===== src/rtl/mult_seq_pkg.sv =====
// -----------------------------------------------------------------------------
// mult_seq_pkg
// Shared definitions for the multiplier sequencer slice.
//   state_e      : sequencer states IDLE / ISSUE / WAIT / HOLD
//   DEF_W        : default operand width, must match the Booth multiplier
//   DEF_TIMEOUT  : default WAIT-cycle limit before an abort
//                  (only used when MULT_SEQ_TIMEOUT_EN is defined)
//   DEF_CNT_W    : default width of the timeout counter
//   PW           : product width for the default operand width
// -----------------------------------------------------------------------------
package mult_seq_pkg;

  typedef enum logic [1:0] {
    IDLE  = 2'd0,
    ISSUE = 2'd1,
    WAIT  = 2'd2,
    HOLD  = 2'd3
  } state_e;

  localparam int DEF_W       = 3;
  localparam int DEF_TIMEOUT = 16;
  localparam int DEF_CNT_W   = 5;
  localparam int PW          = 2 * DEF_W;

endpackage


===== src/rtl/mult_sequencer_fin_edge.sv =====
// -----------------------------------------------------------------------------
// mult_fin_edge
// Registers the multiplier's fin level and flags its rising edge.
// The register comes out of reset at 1, so a fin level that is still high
// from an earlier operation (or held high through reset) is never seen as a
// new completion.
//   clk    : clock, rising edge
//   rst_n  : asynchronous active-low reset
//   fin_i  : multiplier fin level
//   rise_o : fin_i & ~fin_q, high in the cycle fin has just risen
// -----------------------------------------------------------------------------
module mult_fin_edge
  import mult_seq_pkg::*;
(
  input  logic clk,
  input  logic rst_n,
  input  logic fin_i,
  output logic rise_o
);

  logic fin_q;

  always_ff @(posedge clk or negedge rst_n) begin
    if (!rst_n) begin
      fin_q <= 1'b1;
    end else begin
      fin_q <= fin_i;
    end
  end

  assign rise_o = fin_i & ~fin_q;

endmodule


===== src/rtl/mult_sequencer.sv =====
// -----------------------------------------------------------------------------
// mult_sequencer
// Control stage in front of the 3-bit Booth multiplier. Takes operand pairs
// on a valid/ready handshake, holds them on the multiplier inputs, pulses
// start for one cycle, waits for a fresh rising edge of fin, captures the
// product and offers it on a valid/ready result handshake. One operation is
// in flight at a time.
//
// Ports:
//   clk, rst_n                  : clock (rising edge), async active-low reset
//   in_valid / in_ready         : operand handshake
//   in_mcando, in_mcador [W]    : two's complement multiplicand / multiplier
//   out_valid / out_ready       : result handshake
//   out_producto [2W]           : product, copied bit-for-bit from multiplier
//   out_err                     : result was aborted by timeout
//   busy                        : sequencer is not IDLE
//   mult_mcando, mult_mcador [W]: registered operands to the multiplier
//   mult_start                  : one-cycle start pulse to the multiplier
//   mult_producto [2W], mult_fin: multiplier product and completion level
//
// Optional feature, macro MULT_SEQ_TIMEOUT_EN:
//   defined   - WAIT aborts after TIMEOUT cycles without completion, giving a
//               HOLD result with out_err=1 and out_producto=0.
//   undefined - no counter is built, WAIT waits forever, out_err stays 0.
// -----------------------------------------------------------------------------
module mult_sequencer
  import mult_seq_pkg::*;
#(
  parameter int W       = DEF_W,
  parameter int TIMEOUT = DEF_TIMEOUT,
  parameter int CNT_W   = DEF_CNT_W
) (
  input  logic           clk,
  input  logic           rst_n,
  input  logic           in_valid,
  output logic           in_ready,
  input  logic [W-1:0]   in_mcando,
  input  logic [W-1:0]   in_mcador,
  output logic           out_valid,
  input  logic           out_ready,
  output logic [2*W-1:0] out_producto,
  output logic           out_err,
  output logic           busy,
  output logic [W-1:0]   mult_mcando,
  output logic [W-1:0]   mult_mcador,
  output logic           mult_start,
  input  logic [2*W-1:0] mult_producto,
  input  logic           mult_fin
);

  if ((1 << CNT_W) <= TIMEOUT) begin : g_bad_cnt_w
    $error("mult_sequencer: CNT_W too narrow for TIMEOUT");
  end

  state_e         state_q, state_d;
  logic [W-1:0]   mcando_q, mcando_d;
  logic [W-1:0]   mcador_q, mcador_d;
  logic [2*W-1:0] prod_q, prod_d;
  logic           err_q, err_d;
  logic           finRise;
  logic           timeoutHit;

  mult_fin_edge u_fin_edge (
    .clk    (clk),
    .rst_n  (rst_n),
    .fin_i  (mult_fin),
    .rise_o (finRise)
  );

`ifdef MULT_SEQ_TIMEOUT_EN
  // cnt_q counts completed WAIT cycles; the abort fires at the end of the
  // TIMEOUT-th WAIT cycle, i.e. while cnt_q still reads TIMEOUT-1.
  logic [CNT_W-1:0] cnt_q, cnt_d;

  always_comb begin
    cnt_d = cnt_q;
    if (state_q == ISSUE) begin
      cnt_d = '0;
    end else if (state_q == WAIT) begin
      cnt_d = cnt_q + CNT_W'(1);
    end
  end

  always_ff @(posedge clk or negedge rst_n) begin
    if (!rst_n) begin
      cnt_q <= '0;
    end else begin
      cnt_q <= cnt_d;
    end
  end

  assign timeoutHit = (cnt_q == CNT_W'(TIMEOUT - 1));
`else
  assign timeoutHit = 1'b0;
`endif

  // Next-state logic. Completion is only acted on in WAIT, which drops both
  // edges seen during ISSUE and late edges of an aborted operation.
  always_comb begin
    state_d  = state_q;
    mcando_d = mcando_q;
    mcador_d = mcador_q;
    prod_d   = prod_q;
    err_d    = err_q;
    unique case (state_q)
      IDLE: begin
        if (in_valid) begin
          mcando_d = in_mcando;
          mcador_d = in_mcador;
          state_d  = ISSUE;
        end
      end
      ISSUE: begin
        state_d = WAIT;
      end
      WAIT: begin
        if (finRise) begin
          prod_d  = mult_producto;
          err_d   = 1'b0;
          state_d = HOLD;
        end else if (timeoutHit) begin
          prod_d  = '0;
          err_d   = 1'b1;
          state_d = HOLD;
        end
      end
      HOLD: begin
        if (out_ready) begin
          state_d = IDLE;
        end
      end
      default: begin
        state_d = IDLE;
      end
    endcase
  end

  always_ff @(posedge clk or negedge rst_n) begin
    if (!rst_n) begin
      state_q  <= IDLE;
      mcando_q <= '0;
      mcador_q <= '0;
      prod_q   <= '0;
      err_q    <= 1'b0;
    end else begin
      state_q  <= state_d;
      mcando_q <= mcando_d;
      mcador_q <= mcador_d;
      prod_q   <= prod_d;
      err_q    <= err_d;
    end
  end

  // in_ready is gated by rst_n so it reads 0 while reset is held, even
  // though the state register already sits in IDLE.
  assign in_ready     = (state_q == IDLE) & rst_n;
  assign out_valid    = (state_q == HOLD);
  assign mult_start   = (state_q == ISSUE);
  assign busy         = (state_q != IDLE);
  assign out_producto = prod_q;
  // err_q can only be set by the timeout path, so it is constant 0 when the
  // timeout feature is not built.
  assign out_err      = err_q;
  assign mult_mcando  = mcando_q;
  assign mult_mcador  = mcador_q;

endmodule


===== config.mk =====
export PLATFORM = sky130hd
export DESIGN_NAME = mult_sequencer
export DESIGN_NICKNAME = d
export VERILOG_FILES = /design/src/rtl/mult_seq_pkg.sv /design/src/rtl/mult_sequencer_fin_edge.sv /design/src/rtl/mult_sequencer.sv
export SDC_FILE = /design/constraint.sdc
export NUM_CORES = 1
export LEC_CHECK = 0
export ABC_AREA = 1
export BUFFER_PORTS_ARGS = -buffer_cell sky130_fd_sc_hd__buf_2
export CAP_MARGIN = 20
export CORE_MARGIN = 5
export CORE_UTILIZATION = 40
export CTS_CLUSTER_DIAMETER = 30
export DETAILED_ROUTE_END_ITERATION = 7
export GPL_TIMING_DRIVEN = 0
export PLACE_DENSITY = 0.69
export REMOVE_ABC_BUFFERS = 1
export SLEW_MARGIN = 20
export SYNTH_ARGS = -nofsm -noshare
export SYNTH_HDL_FRONTEND = slang
export SYNTH_SLANG_ARGS = --single-unit

===== constraint.sdc =====
create_clock -name clk -period 2.1 [get_ports clk]
set_input_delay 0.42 -clock clk [delete_from_list [all_inputs] [get_ports clk]]
set_output_delay 0.42 -clock clk [all_outputs]
set_load 0.03 [all_outputs]

# == Word level (Yosys, flattened, before mapping) ==
# Index checks and enable logic that the tools add are counted.
# word_totals
ff_bits,15
wordCells,23
output_inout_bits,17
input_bits,17
# classes
muxes,4
eq_ne,6
reduce_logical,5
bitwise,3
# op_table
operator,count
case mux 2 bit (4 select lines),1
2-to-1 mux 2 bit,3
"equality test 2 bit, second input constant",2
"!= test 2 bit, second input constant",2
AND reduction 2 bit,2
AND reduction 3 bit,1
bitwise AND 1 bit,2
"equality test 2 x 1 -> 1 bit, second input constant",1
logical NOT 2 bit,1
"!= test 2 x 1 -> 1 bit, second input constant",1
nonzero test 2 bit,1
NOT 1 bit,1

# == Depth between registers and ports, before layout ==
# Gate-level depths: netlist (run 1).
# depth
ltp_word,4
ltp_mapped,8
ltp_nobuf,7

# == Cells and area by module ==
# From an unflattened synthesis (run 1), not the netlist that was laid out.
# hier_totals
cells_unflattened,85
area_unflattened_um2,753.2
# by_module_without_submodules
mod,n_inst,area_per_inst_um2,seq_area_each_um2,cells_each
mult_sequencer,1,716.9,350.3,82
mult_fin_edge,1,36.3,26.3,3

# == Least setup slack after synthesis (run 1) ==
# No wires, ideal clock.
# synth_path
path_type,register -> output
startpoint,reg state_q[0]
endpoint,out in_ready
path_slack_ps,665
n_path_buf,1
required_time_ps,1680
path_stages_with_launch,6
t_arrival_ps,1015
cell_sequence,dfrtp_1 -> inv_1 -> ha_1 -> buf_6 -> nand2_1 -> inv_1
# synth_via
elab_chain_cells,2
# synth_rtl
item,line_no,rtl
from (decl),mult_sequencer.sv:55,"state_e state_q, state_d;"
from (signal assigned),mult_sequencer.sv:146,state_q <= state_d;
logical NOT 2 bit,mult_sequencer.sv:156,assign in_ready = (state_q == IDLE) & rst_n;
bitwise AND 1 bit,mult_sequencer.sv:156,
to (decl),mult_sequencer.sv:36,"output logic in_ready,"
# Every way passes these cells.

# == Final worst setup path (run 1) ==
# layout_path
startpoint,reg state_q[1]
endpoint,out in_ready
# Same word-level chain as after synthesis.

==> impl_metrics.json, run 1 <==
{
  "core_area_um2": 1780,
  "placed_cells": 138,
  "start_util": 0.433,
  "dieArea_um2": 2910,
  "drc": 0,
  "seq_area_um2": 377,
  "cp-end-kind": "output pin",
  "grt_overflow_total": 0,
  "status": "complete, no violations",
  "crit_fanout": 10,
  "post-cts-setup-buffers": 0,
  "io-pin-count": 34,
  "grt_pass1_wl_mm": 2.39,
  "placed_area_um2": 922,
  "netlist_instances": 85,
  "drive_gt1_frac": 0.427,
  "finalCritPeriodShare": 0.906,
  "grt_pass1_vias": 581,
  "diodes": 0,
  "routed_via_density": 4.25,
  "required_ns": 1.68,
  "rows": 15,
  "grtUsageTotal": 0.112,
  "synth_top_cell_area_share": 0.454,
  "cts_max_path_buffers": 2,
  "path_class": "register to output pin",
  "routedWlPerCell_um": 10.4,
  "synth_edf_count": 0,
  "hold_class": "input pin to async pin",
  "yosysMostFrequentCell": "nand2_1",
  "gp_congestion": 0.750,
  "async_flop_share": 1.00,
  "cts_tree": "done",
  "synthFlopType": "dfrtp_1",
  "seq_area_frac_synth": 0.488,
  "synth_area_per_cell_um2": 9.08,
  "fmax_ghz": 0.526,
  "cts_buffers": 3,
  "finalSetupViolCount": 0,
  "drv_cap": 0,
  "wirelength_mm": 1.48,
  "layout.nets": 140,
  "htreeDepth": 1,
  "final_antenna_net_count": 0,
  "placement.io_buffers": 32,
  "ys_seq_elements": 15,
  "multi_input_area_um2": 302,
  "skew_ns": 0.00560,
  "grt_start_max_net_pins": 17,
  "synth.area.top_cells": "dfrtp_1 (45%), nand2_1 (13%), ha_1 (8.1%)",
  "antenna_found_initial": 0,
  "path_clk_slew_ns": 0.09,
  "syn2layout_area_growth_pct": 23.3,
  "synth_cell_type_count": 16,
  "place_hpwl_mm": 1.15,
  "synth_area_um2": 772,
  "dr.pass1.iters": 6,
  "die_height_um": 53.9,
  "power_density_nw_per_um2": 1570,
  "clk_latency_ns": 0.28,
  "start_kind": "register",
  "die_width_um": 53.9,
  "finalHoldViolations": 0,
  "fill_cells": 167,
  "rsz0062_at_grt": "false",
  "ys_warn_count": 0,
  "cts_root_buffer": "clkbuf_4",
  "synth_largest_area_cell": "dfrtp_1",
  "clock_sinks": 15,
  "vdd_drop_max_uv": 574,
  "finalInstanceArea_um2": 952,
  "p_leak_uw": 0.000579,
  "arrival_ns": 1.48,
  "final_cell_count_no_fill": 142,
  "fin_crit_ns": 1.90,
  "fin_hold_ws_ns": 0.0293,
  "drtIter0Drc": 17,
  "synth_commonest_cells": "nand2_1 (27), dfrtp_1 (14), inv_1 (12)",
  "setup_tns_ns": 0,
  "ctsHoldBuffers": 0,
  "final-max-slew-violation-count": 0,
  "num_vias": 603
}
per-layer routing:
metal,vias up,global-route usage,routed length (um)
met3,4,0.0194,146
li1,320,-,-
met1,251,0.140,627
met2,28,0.188,669
met5,-,0,0
met4,0,0.0511,32
final cells by class:
cell class / count / share of cell area
multi-input combinational: 52 / 0.317
inverter: 14 / 0.0578
timing repair buffer: 32 / 0.168
clock inverter: 1 / 0.00526
tap: 25 / 0.0329
clock buffer: 3 / 0.0237
sequential: 15 / 0.396
worst paths after layout:
| check | to | slack [ns] | depth (start not counted) | startpoint |
|---|---|---|---|---|
| max | in_ready | 0.20 | 5 | state_q[1]$_DFFE_PN0P_ |
| min | mult_mcador[1]$_DFFE_PN0P_ | 0.03 | 1 | rst_n |
| max reg2reg | out_producto[4]$_DFFE_PN0P_ | 0.75 | 5 | state_q[0]$_DFFE_PN0P_ |
| min reg2reg | mult_mcador[2]$_DFFE_PN0P_ | 0.47 | 2 | mult_mcador[2]$_DFFE_PN0P_ |
| max in group asynchronous | u_fin_edge.fin_q$_DFF_PN1_ | 1.77 | 1 | rst_n |
| min in group clk | u_fin_edge.fin_q$_DFF_PN1_ | 0.26 | 1 | mult_fin |
logic make-up (layout without fill, tap and decap cells):
| kind of cell | count (synthesis) | after routing | share of synthesized area |
|---|---|---|---|
| adders and majority gates | 5 | 5 | 0.0810 |
| DFF | 15 | 15 | 0.488 |
| other | 1 | 1 | 0.00486 |
| AOI/OAI and AO/OA | 6 | 6 | 0.0681 |
| buffers and inverters | 18 | 50 | 0.125 |
| and+or+nand+nor | 40 | 40 | 0.233 |
layout by cell type (no fill, tap or decap):
master	count
buf_2	32
clkbuf_4	3
clkinv_2	1
conb_1	1
dfrtp_1	14
dfstp_2	1
ha_1	4
ha_2	1
inv_1	12
inv_2	1
inv_4	1
nand2_1	27
nand2_2	1
nand2_4	1
nand3_1	9
nand3_2	1
o21ai_2	6
or2_2	1
through the flow:
step	power [uW]	setup slack, ns	util
3_5_place_dp	1340	0.390	0.517
3_3_place_gp	1330	0.443	0.517
4_1_cts	1510	0.0790	0.533
5_1_grt	1620	0.0821	0.534
6_report	1490	0.198	0.534
2_1_floorplan	1120	0.568	-
report_power, final:
part	leakage [uW]	switching (uW)	total, uW	internal, uW
clock	0.0000177	87.5	158	70.6
sequential	0.000184	68.7	488	419
combinational	0.000377	585	849	263
total	0.000579	741	1490	753
flip-flops by register name, summed over array words and instances (netlist names):
name,flops
out_producto,6
mult_mcador,3
mult_mcando,3
state_q,2
u_fin_edge.fin_q,1
worst max-delay path: stages (launching register included):
cell	delay, ns
dfrtp_1	0.42
inv_1	0.12
ha_2	0.32
nand2_1	0.08
inv_1	0.06
buf_2	0.19
timing repair:
action                                  4_1_cts  5_1_grt
gates resized for setup                       0        1
endpoints found under the setup margin        0        1
endpoints found under the hold margin         0        0
(Power assumes the default switching activity.)
==> inputs of run 2 (changes only) <==
--- a/config.mk
+++ b/config.mk
@@ -13,9 +13,11 @@
 export CTS_CLUSTER_DIAMETER = 30
 export DETAILED_ROUTE_END_ITERATION = 7
 export GPL_TIMING_DRIVEN = 0
-export PLACE_DENSITY = 0.69
+export MAX_ROUTING_LAYER = met4
+export PLACE_DENSITY = 0.7
 export REMOVE_ABC_BUFFERS = 1
 export SLEW_MARGIN = 20
 export SYNTH_ARGS = -nofsm -noshare
 export SYNTH_HDL_FRONTEND = slang
+export SYNTH_HIERARCHICAL = 1
 export SYNTH_SLANG_ARGS = --single-unit
==> run 2 against run 1 <==
Total power shrank 1.6%. Global-route usage increased by 1.0 points. Clock skew fell by 0.0054 ns. Register-to-register slack worse by 0.07 ns. Combinational power shrank 3.2%. Worst setup slack worse by 0.041 ns. Via count increased by 2.3%. Sequential power barely moved. Final cell count fell by 0.70%. Core utilization fell by 1.1 points. Critical endpoint unchanged. Largest cell class unchanged. Largest power group unchanged. Highest routed layer unchanged.
==> impl_metrics.json, run 2 <==
{
  "status": "complete, no violations",
  "core_area_um2": 1760,
  "cts_buffers": 3,
  "placed_cells": 137,
  "gp_congestion": 0.820,
  "htreeDepth": 1,
  "layout.nets": 138,
  "ctsHoldBuffers": 0,
  "seq_area_frac_synth": 0.500,
  "final_cell_mix": "nand2_1 (32), buf_2 (32), dfrtp_1 (14), nand3_1 (12), inv_1 (6)",
  "grt_overflow_total": 0,
  "skew_ns": 0.000242,
  "drtIter0Drc": 10,
  "arrival_ns": 1.52,
  "path_clk_slew_ns": 0.08,
  "final-max-slew-violation-count": 0,
  "p_leak_uw": 0.000560,
  "cts_root_buffer": "clkbuf_4",
  "grt_start_max_net_pins": 17,
  "cts_max_path_buffers": 2,
  "finalSetupViolCount": 0,
  "dieArea_um2": 2850,
  "power_density_nw_per_um2": 1590,
  "start_util": 0.427,
  "synth_commonest_cells": "nand2_1 (32), dfrtp_1 (14), nand3_1 (12)",
  "num_vias": 617,
  "netlist_instances": 85,
  "synth_area_um2": 753,
  "drive_gt1_frac": 0.379,
  "clock_sinks": 15,
  "place_hpwl_mm": 1.17,
  "grt_pass1_vias": 557,
  "synth_top_cell_area_share": 0.465,
  "synth_edf_count": 0,
  "fmax_ghz": 0.515,
  "synth_largest_area_cell": "dfrtp_1",
  "reg2reg_from": "state_q[0]$_DFFE_PN0P_",
  "grt_pass1_wl_mm": 2.39,
  "hold_class": "input pin to async pin",
  "yosysMostFrequentCell": "nand2_1",
  "rows": 15,
  "antenna_found_initial": 0,
  "multi_input_area_um2": 292,
  "start_kind": "register",
  "routed_via_density": 4.38,
  "finalHoldViolations": 0,
  "final_cell_count_no_fill": 141,
  "power_uw": 1470,
  "routedWlPerCell_um": 10.4,
  "crit_fanout": 10,
  "post-place-ws_ns": 0.466,
  "die_height_um": 53.4,
  "ys_warn_count": 6,
  "placement.io_buffers": 32,
  "diodes": 0,
  "dr.pass1.iters": 4,
  "cts_resized": 0,
  "rsz0062_at_grt": "false",
  "r2r_slack_ns": 0.68,
  "post-cts-setup-buffers": 0,
  "fin_crit_ns": 1.94,
  "startpoint": "state_q[0]$_DFFE_PN0P_",
  "async_flop_share": 1.00,
  "largest_reg_flops": 6,
  "drc": 0,
  "final_antenna_net_count": 0,
  "die_width_um": 53.4,
  "synth.area.top_cells": "dfrtp_1 (47%), nand2_1 (16%), nand3_1 (8.0%)",
  "synth_area_per_cell_um2": 8.86,
  "wirelength_mm": 1.47,
  "grtUsageTotal": 0.123,
  "cp-end-kind": "output pin",
  "drv_cap": 0,
  "cts_tree": "done",
  "vdd_drop_max_uv": 738,
  "fill_cells": 187,
  "synthFlopType": "dfrtp_1",
  "fin_ws_ns": 0.157,
  "path_class": "register to output pin",
  "seq_area_um2": 377,
  "finalCritPeriodShare": 0.925,
  "ys_seq_elements": 15,
  "clk_latency_ns": 0.27,
  "synth_cell_type_count": 16,
  "io-pin-count": 34,
  "required_ns": 1.68,
  "syn2layout_area_growth_pct": 22.4,
  "setup_tns_ns": 0
}
==> run 2: where the power goes <==
part           total [uW]  switching (uW)  internal [uW]
Clock                 160            86.2           73.6
Combinational         822             582            240
Sequential            488            68.7            419
==> run 2: metrics by stage <==
stage          hold slack [ns]  utilization  instance area (um2)
2_1_floorplan            0.124            -                  704
3_3_place_gp             0.342        0.508                  896
3_5_place_dp             0.346        0.508                  896
4_1_cts                 0.0363        0.523                  922
5_1_grt                 0.0462        0.523                  922
6_report                0.0358        0.523                  922
==> run 2: cell type report <==
class                   count  share of cell area
flip-flops and latches     15               0.408
well taps                  25              0.0339
repair buffers             32               0.174
clock buffers               4              0.0285
inverters                   9              0.0393
multi-input cells          56               0.316
==> run 2: worst max-delay path, stage by stage (launching register included) <==
cell and delay (ns):
dfrtp_1 0.42, inv_1 0.09, ha_1 0.40, nand2_1 0.09, inv_1 0.06, buf_2 0.18
==> run 2: logic make-up (layout without fill, tap and decap cells) <==
family                   Yosys count  in the layout  synth area share
flip-flops                        15             15             0.500
AND/OR/NAND/NOR                   51             51             0.316
other                              1              1           0.00498
adder cells (fa/ha/maj)            4              4            0.0664
buffers and inverters             14             45             0.113
==> run 2: worst paths after layout <==
path / endpoint / depth (start not counted)
worst max-delay path: in_ready / 5
worst min-delay path: mult_mcando[1]$_DFFE_PN0P_ / 1
worst max register to register: mult_mcador[0]$_DFFE_PN0P_ / 5
worst min register to register: mult_mcador[1]$_DFFE_PN0P_ / 2
max in group asynchronous: u_fin_edge/fin_q$_DFF_PN1_ / 1
min in group clk: u_fin_edge/fin_q$_DFF_PN1_ / 1
==> run 2: layer usage <==
metal,up-vias,share of wire,GRT usage
li1,320,-,-
met2,11,0.53,0.194
met3,2,0.041,0.0254
met5,-,0,-
met1,284,0.42,0.141
met4,0,0.013,0.0766
